**src/rtl/output4to1.sv**
```systemverilog
// Router output port stage: round-robin merge of four four-phase req/ack
// input channels onto one outgoing link, with synchronised req/ack inputs.
module output4to1 #(
   parameter int unsigned n           = 32,
   parameter int unsigned SYNC_STAGES = 2
) (
   input  logic         clk,
   input  logic         rst,
   input  logic [3:0]   ins_req,
   output logic [3:0]   ins_ack,
   input  logic [n-1:0] ins_data [4],
   output logic         out_req,
   input  logic         out_ack,
   output logic [n-1:0] out_data,
   output logic [1:0]   grant,
   output logic         busy,
   output logic [15:0]  pkt_count
);

   typedef enum logic [2:0] {StIdle, StOutReq, StOutRel, StInAck, StInRel} state_e;

   state_e                 state_q, state_d;
   logic [SYNC_STAGES-1:0] req_sync_q [4];
   logic [SYNC_STAGES-1:0] ack_sync_q;
   logic [3:0]             sreq;
   logic                   sack;

   logic [1:0]   ptr_q, ptr_d;
   logic [1:0]   grant_q, grant_d;
   logic         busy_q, busy_d;
   logic         out_req_q, out_req_d;
   logic [3:0]   ins_ack_q, ins_ack_d;
   logic [n-1:0] out_data_q, out_data_d;
   logic [15:0]  pkt_count_q, pkt_count_d;

   logic         win_found;
   logic [1:0]   win_idx;
   logic [1:0]   cand;

   always_ff @(posedge clk or negedge rst) begin
      if (!rst) begin
         for (int k = 0; k < 4; k++) req_sync_q[k] <= '0;
         ack_sync_q <= '0;
      end else begin
         for (int k = 0; k < 4; k++) begin
            req_sync_q[k] <= {req_sync_q[k][SYNC_STAGES-2:0], ins_req[k]};
         end
         ack_sync_q <= {ack_sync_q[SYNC_STAGES-2:0], out_ack};
      end
   end

   always_comb begin
      for (int k = 0; k < 4; k++) sreq[k] = req_sync_q[k][SYNC_STAGES-1];
      sack = ack_sync_q[SYNC_STAGES-1];
   end

   // First pending channel in order ptr, ptr+1, ptr+2, ptr+3 (mod 4).
   always_comb begin
      win_found = 1'b0;
      win_idx   = ptr_q;
      cand      = ptr_q;
      for (int i = 0; i < 4; i++) begin
         cand = ptr_q + 2'(i);
         if (!win_found && sreq[cand]) begin
            win_found = 1'b1;
            win_idx   = cand;
         end
      end
   end

   always_comb begin
      state_d     = state_q;
      ptr_d       = ptr_q;
      grant_d     = grant_q;
      busy_d      = busy_q;
      out_req_d   = out_req_q;
      ins_ack_d   = ins_ack_q;
      out_data_d  = out_data_q;
      pkt_count_d = pkt_count_q;
      unique case (state_q)
         StIdle: begin
            if (win_found) begin
               grant_d    = win_idx;
               out_data_d = ins_data[win_idx];
               busy_d     = 1'b1;
               out_req_d  = 1'b1;
               state_d    = StOutReq;
            end
         end
         StOutReq: begin
            if (sack) begin
               out_req_d = 1'b0;
               state_d   = StOutRel;
            end
         end
         StOutRel: begin
            if (!sack) begin
               ins_ack_d[grant_q] = 1'b1;
               state_d            = StInAck;
            end
         end
         StInAck: begin
            if (!sreq[grant_q]) begin
               ins_ack_d = '0;
               state_d   = StInRel;
            end
         end
         StInRel: begin
            ptr_d       = grant_q + 2'd1;
            pkt_count_d = pkt_count_q + 16'd1;
            busy_d      = 1'b0;
            state_d     = StIdle;
         end
         default: state_d = StIdle;
      endcase
   end

   always_ff @(posedge clk or negedge rst) begin
      if (!rst) begin
         state_q     <= StIdle;
         ptr_q       <= '0;
         grant_q     <= '0;
         busy_q      <= 1'b0;
         out_req_q   <= 1'b0;
         ins_ack_q   <= '0;
         out_data_q  <= '0;
         pkt_count_q <= '0;
      end else begin
         state_q     <= state_d;
         ptr_q       <= ptr_d;
         grant_q     <= grant_d;
         busy_q      <= busy_d;
         out_req_q   <= out_req_d;
         ins_ack_q   <= ins_ack_d;
         out_data_q  <= out_data_d;
         pkt_count_q <= pkt_count_d;
      end
   end

   assign out_req   = out_req_q;
   assign ins_ack   = ins_ack_q;
   assign out_data  = out_data_q;
   assign grant     = grant_q;
   assign busy      = busy_q;
   assign pkt_count = pkt_count_q;

endmodule

```
**config.mk**
```make
export PLATFORM = sky130hd
export DESIGN_NAME = output4to1
export DESIGN_NICKNAME = d
export VERILOG_FILES = /design/src/rtl/output4to1.sv
export SDC_FILE = /design/constraint.sdc
export NUM_CORES = 1
export LEC_CHECK = 0
export ABC_AREA = 1
export BUFFER_PORTS_ARGS = -buffer_cell sky130_fd_sc_hd__buf_2
export CAP_MARGIN = 20
export CORE_MARGIN = 1
export CORE_UTILIZATION = 25
export DETAILED_ROUTE_END_ITERATION = 6
export GPL_TIMING_DRIVEN = 0
export PLACE_DENSITY_LB_ADDON = 0.1
export SLEW_MARGIN = 30
export SYNTH_ARGS = -nofsm -noshare
export SYNTH_HDL_FRONTEND = slang
export SYNTH_SLANG_ARGS = --single-unit
```
**constraint.sdc**
```tcl
create_clock -name clk -period 2.5 [get_ports clk]
set_clock_uncertainty 0.05 [all_clocks]
set_input_delay 0.25 -clock clk [delete_from_list [all_inputs] [get_ports clk]]
set_output_delay 0.25 -clock clk [all_outputs]
set_load 0.05 [all_outputs]
```
=== After elaboration in Yosys (flattened, before gate mapping) ===
Index checks and enable logic that the tools add are counted.

* Register bits: 71
* Output and inout port bits: 56
* Input bits: 135

* Muxes and demuxes: 34
* Equality and inequality tests: 8
* Add/sub/neg operators: 5
* Bitwise logic cells: 2
* $lt $le $gt $ge: 7
* Reduce and logical (&&, ||, !) cells: 16

{| class="wikitable"
|+ Operators by type and width
! kind !! number
|-
| 32-bit binary-select mux with 2-bit select || 1
|-
| 32-bit two-way mux || 2
|-
| 16-bit by 1-bit adder with 16-bit output (second input constant) || 1
|-
| 2-bit by 3-bit less-than comparator with 1-bit output (second input constant) || 5
|-
| 1-bit two-way mux || 12
|-
| 3-bit two-way mux || 4
|-
| 3-bit one-hot mux with 4 select lines || 1
|-
| 1-bit binary-select mux with 2-bit select || 5
|-
| 4-bit two-way mux || 2
|-
| 2-bit != test (second input constant) || 4
|-
| 4-bit one-hot mux with 2 select lines || 1
|-
| 3-bit by 2-bit equality test with 1-bit output (second input constant) || 2
|-
| 2-bit two-way mux || 3
|-
| 3-bit AND reduction || 2
|-
| 2-bit nonzero test || 3
|-
| 2-bit by 1-bit adder with 2-bit output (second input constant) || 2
|-
| 2-bit adder (second input constant) || 2
|-
| 1-bit logical AND || 4
|-
| 4-bit bitwise OR || 1
|-
| 1-bit one-hot mux with 2 select lines || 2
|-
| 2-bit AND reduction || 2
|-
| 4-bit AND reduction || 1
|-
| 3-bit by 1-bit equality test with 1-bit output (second input constant) || 1
|-
| 3-bit equality test (second input constant) || 1
|-
| 6 further kinds || 8
|}

=== Depth between registers and ports, before layout ===
* Word-level depth: 16
* Mapped depth: 19
* Gate-level depth less buffers: 16

=== Worst setup path before layout ===
OpenSTA, ideal clock, no wires.

* Path type: register -> register
* Start point: register pkt_count_q[0] (netlist: pkt_count[0])
* End point: register pkt_count_q[10] (netlist: pkt_count[10])
* Arrival time: 1.864 ns
* Path buffers: 0
* Library setup time: 0.126 ns
* Data required time: 2.324 ns
* Slack: 0.461 ns
* Stages on the path, launching flop included: 10
* Cell sequence: dfrtp_1 > ha_1 > inv_1 > nor2_1 > nand2_1 > nor2_1 > inv_1 > nor3_1 > nand3_1 > xor2_1

* Cells in the longest elaborated chain, start to end: 1

{| class="wikitable"
|+ RTL lines
! what !! line !! source
|-
| start, declared || 34 || <nowiki>logic [15:0] pkt_count_q, pkt_count_d;</nowiki>
|-
| start signal, assigned || 136 || <nowiki>pkt_count_q <= pkt_count_d;</nowiki>
|-
| 16-bit by 1-bit adder with 16-bit output || 110 || <nowiki>pkt_count_d = pkt_count_q + 16'd1;</nowiki>
|}

Every way passes these cells.
A chain may end at the register's enable or synchronous reset.

=== Worst setup path in the final report ===
* Start point: register ptr_q[0]
* End point: register out_data_q[21] (netlist: out_data[21])

* Cells in the longest elaborated chain, start to end: 16
* Elaborated cells between the ends (all ways): 29
* Classes of those cells: add/sub: 3; mux: 18; bitwise: 1; reduce/logical: 7

{| class="wikitable"
|+ RTL lines
! what !! line !! source
|-
| start, declared || 28 || <nowiki>logic [1:0] ptr_q, ptr_d;</nowiki>
|-
| start signal, assigned || 130 || <nowiki>ptr_q <= ptr_d;</nowiki>
|-
| branches (longest 16 deep; another with 2-bit by 1-bit adder with 2-bit output) || n/a ||
|-
| end signal, assigned || 135 || <nowiki>out_data_q <= out_data_d;</nowiki>
|-
| end, declared || 33 || <nowiki>logic [n-1:0] out_data_q, out_data_d;</nowiki>
|}

Several ways; the timed one is not identified. The select of a mux whose other input is x is not followed.

==> reports/results.tsv <==
stage	metric	value	unit
sta	layout_setup_ws	0.280	ns
clock_tree	clock_latency	0.34	ns
route	wl	14800	um
synth	synthesis.nets	803	
place	pre_cts_slack	0.270	ns
global_routing	grt_pass1_wl	23800	um
pwr	leakage	3.55	nW
min_path	holdPathStages	5	
place	io_buffer_count	190	
critical_path	crit_chain	buf_6 -> nand2_1 -> nand2_2 -> nand2_1 -> nand2_2 -> nor2_2 -> nand2_1 -> o21ai_2 -> inv_1 -> buf_1 -> nand2_1 -> nand2_1	
cells_and_area	fillers	1958	
critical_path	r2r-start	ptr_q[0]	
synth	syn_inst	663	
cells_and_area	diodes	0	
route	vias	4733	
clock_tree	cts_num_sinks	71	
floorplanning	dieArea	0.0182	mm^2
route	top_layer	met4	
min_path	hp-class	in -> reg	
sta	rsz0062_at_grt	no	
pwr	fin_total_pwr	9.38	mW
clock_tree	clk_pin_slew	0.06	ns
clock_tree	post-cts-setup-buffers	0	
global_routing	grt_overflow_total	0	
critical_path	crit_path_frequent_cell	nand2_1	
route	avgRoutedWirePerCell	13.5	um
route	wl_met1	7080	um
critical_path	crit_path_end_kind	register	
run_status	status	finished, final reports clean	
synth	syn_area	0.00442	mm^2
sta	finalMaxSlewViolations	0	
route	ant_nets	0	
pwr	peakVddDrop	0.612	mV
route	wl_met2	6490	um
critical_path	regToRegEndpoint	out_data[21]	
route	drtPass1Iterations	4	
global_routing	track_usage	17.1	%
clock_tree	htree_num_levels	3	
global_routing	grt_antenna_before_repair	0	
floorplanning	io_pins	191	
route	route.met3.wl	993	um
synth	ys_seq_elements	71	
pwr	power_density	1560	mW/mm^2
route	avgViaCountPerCell	4.31	
critical_path	slowest_delay	0.41	ns
run	cap_viol_max_count	0	
global_routing	grt_pass1_vias	4650	
cells_and_area	layout.nets	1011	
sta	timing.hold.ws	0.161	ns
synth	yosysSeqAreaShare	40.2	%
cells_and_area	syn_to_final_growth	36.5	%
cells_and_area	layout.area.seq	0.00178	mm^2
cells_and_area	drive_gt1_share	28.6	%
critical_path	arrival	2.40	ns
cells_and_area	stdcell_area	0.00603	mm^2
floorplanning	dieWidth	135	um
critical_path	required	2.68	ns
synth	avgSynthCellArea	6.66	um^2
cells_and_area	multi_input_area	0.00230	mm^2
critical_path	critical-path-slowest-cell	dfrtp_1	
clock_tree	clock_tree.root_cell	clkbuf_16	
critical_path	crit_type	reg -> reg	
critical_path	rrSetupSlack	0.28	ns
clock_tree	clockBufferDepth	2	
sta	finalHoldViolations	0	
clock_tree	cts_tree	yes	
route	drt_iter0_drc	224	
place	hpwl	11100	um
clock_tree	cts_buffers	9	
sta	finalCritPeriodShare	88.8	%
synth	synth_cell_types	26	
place	post_dp_cell_area	0.00568	mm^2
critical_path	ff2ff_path_depth	12	
synth	yosys_warnings	0	
sta	period_minus_slack	2.22	ns
sta	finalSetupViolCount	0	
floorplanning	rows	48	
global_routing	grt_max_degree	51	
route	drc	0	
floorplanning	core_area	0.0173	mm^2
critical_path	start_kind	register	
place	routabilityCongestion	0.765	
floorplanning	start_util	25.5	%
min_path	hp-start	ins_data[55]	
critical_path	cp_max_fo	10	
sta	clock.fmax	450	MHz
min_path	hold_end	out_data[23]	
sta	slew_headroom	62.5	%
sta	tightest_slew	0.562	ns
sta	tns	0	ns
floorplanning	chipHeight	135	um
-- per-layer routing --
metal | up-vias | track usage [%]
met4 | 0 | 6.18
met1 | 2074 | 22.8
met2 | 156 | 26.7
li1 | 2487 | -
met5 | - | 0
met3 | 16 | 4.20
-- registers in the layout, indices dropped and copies added, names as in the netlist --
register	count
req_sync_q	8
ack_sync_q	2
ptr_q	2
busy	1
state_q	3
pkt_count	16
out_req	1
grant	2
ins_ack	4
out_data	32
-- where the power goes --
group / leakage (nW) / internal [mW] / switching [mW]
sequential: 0.893 / 1.54 / 0.225
clock: 0.136 / 0.790 / 0.472
combinational: 2.52 / 1.88 / 4.46
total: 3.55 / 4.22 / 5.16
-- Yosys cell counts --
library cell | instances | area share [%]
nand2_2 | 7 | 0.99
nand2_1 | 367 | 31
nand4_1 | 2 | 0.28
nor2_1 | 13 | 1.1
nand4_2 | 1 | 0.28
nand3_2 | 2 | 0.45
o21ai_2 | 1 | 0.20
nand3_1 | 88 | 10
buf_2 | 15 | 1.7
o21ai_0 | 8 | 0.91
clkbuf_1 | 1 | 0.085
nor2_2 | 3 | 0.42
dfrtp_1 | 71 | 40
buf_4 | 8 | 1.4
a21oi_1 | 9 | 1.0
nor3_1 | 5 | 0.57
xor2_1 | 10 | 2.0
inv_2 | 1 | 0.085
ha_1 | 5 | 1.4
inv_4 | 1 | 0.14
buf_1 | 2 | 0.17
o211ai_1 | 1 | 0.17
or2_2 | 1 | 0.14
buf_6 | 7 | 1.8
xnor2_1 | 4 | 0.79
inv_1 | 30 | 2.5
-- timing repair --
action	CTS	global route
endpoints found under the setup margin	0	1
hold buffers	6	0
resized for setup	0	3
hold endpoints to repair	26	0
-- worst max path at each step --
stage	startpoint	end	slack, ns	cells after the start
finish	ptr_q[0]	out_data[21]	0.28	12
CTS	ptr_q[1]	out_data[29]	0.26	12
detailed placement	ptr_q[1]	out_data[29]	0.27	12
global placement	ptr_q[1]	out_data[29]	0.23	12
floorplan	pkt_count[0]	pkt_count[10]	0.46	9
global route	ptr_q[1]	out_data[3]	0.01	17
-- cell usage in the layout, fill, tap and decap left out, types with 2 or more instances in the layout --
cell and count:
nand4_1 2, nand2_1 367, nor2_1 13, buf_1 2, xor2_1 10, dlygate4sd3_1 6
o21ai_0 8, dfrtp_1 71, nand3_1 88, inv_1 30, buf_4 8, buf_6 8
buf_2 204, nor3_1 5, clkbuf_16 9, a21oi_1 9, nand3_2 2, nor2_2 2
clkbuf_1 3, xnor2_1 4, nand2_2 7, ha_1 5
-- area by class of cell --
type / instances / share of cell area, %
Buffer: 33 / 3.76
Clock buffer: 13 / 4.15
Clock inverter: 1 / 0.498
Inverter: 32 / 2.03
Multi-Input combinational cell: 527 / 38.1
Sequential cell: 71 / 29.5
Tap cell: 225 / 4.67
Timing Repair Buffer: 197 / 17.3
-- per-stage QoR --
| stage | std cells | util, % |
|---|---|---|
| finish | 1099 | 34.9 |
| global route | 1099 | 34.9 |
| CTS | 1099 | 34.8 |
| detailed placement | 1079 | 32.9 |
| global placement | 1078 | 32.7 |
| floorplan | 663 | - |
-- worst max-delay path: cells and delay by family (launching register included) --
kind | cells | cell delay [ns]
simple gates | 8 | 0.75
flops | 1 | 0.41
buf+inv | 3 | 0.64
compound gates | 1 | 0.25
-- logic make-up after synthesis --
logic type | share of synthesized area (%)
AO/OA/AOI/OAI | 2.29
XOR/XNOR | 2.78
adder cells (fa/ha/maj) | 1.42
buffers and inverters | 7.88
flip-flops | 40.2
AND/OR/NAND/NOR | 45.4
Note: power is estimated with default switching activity, not from simulation.
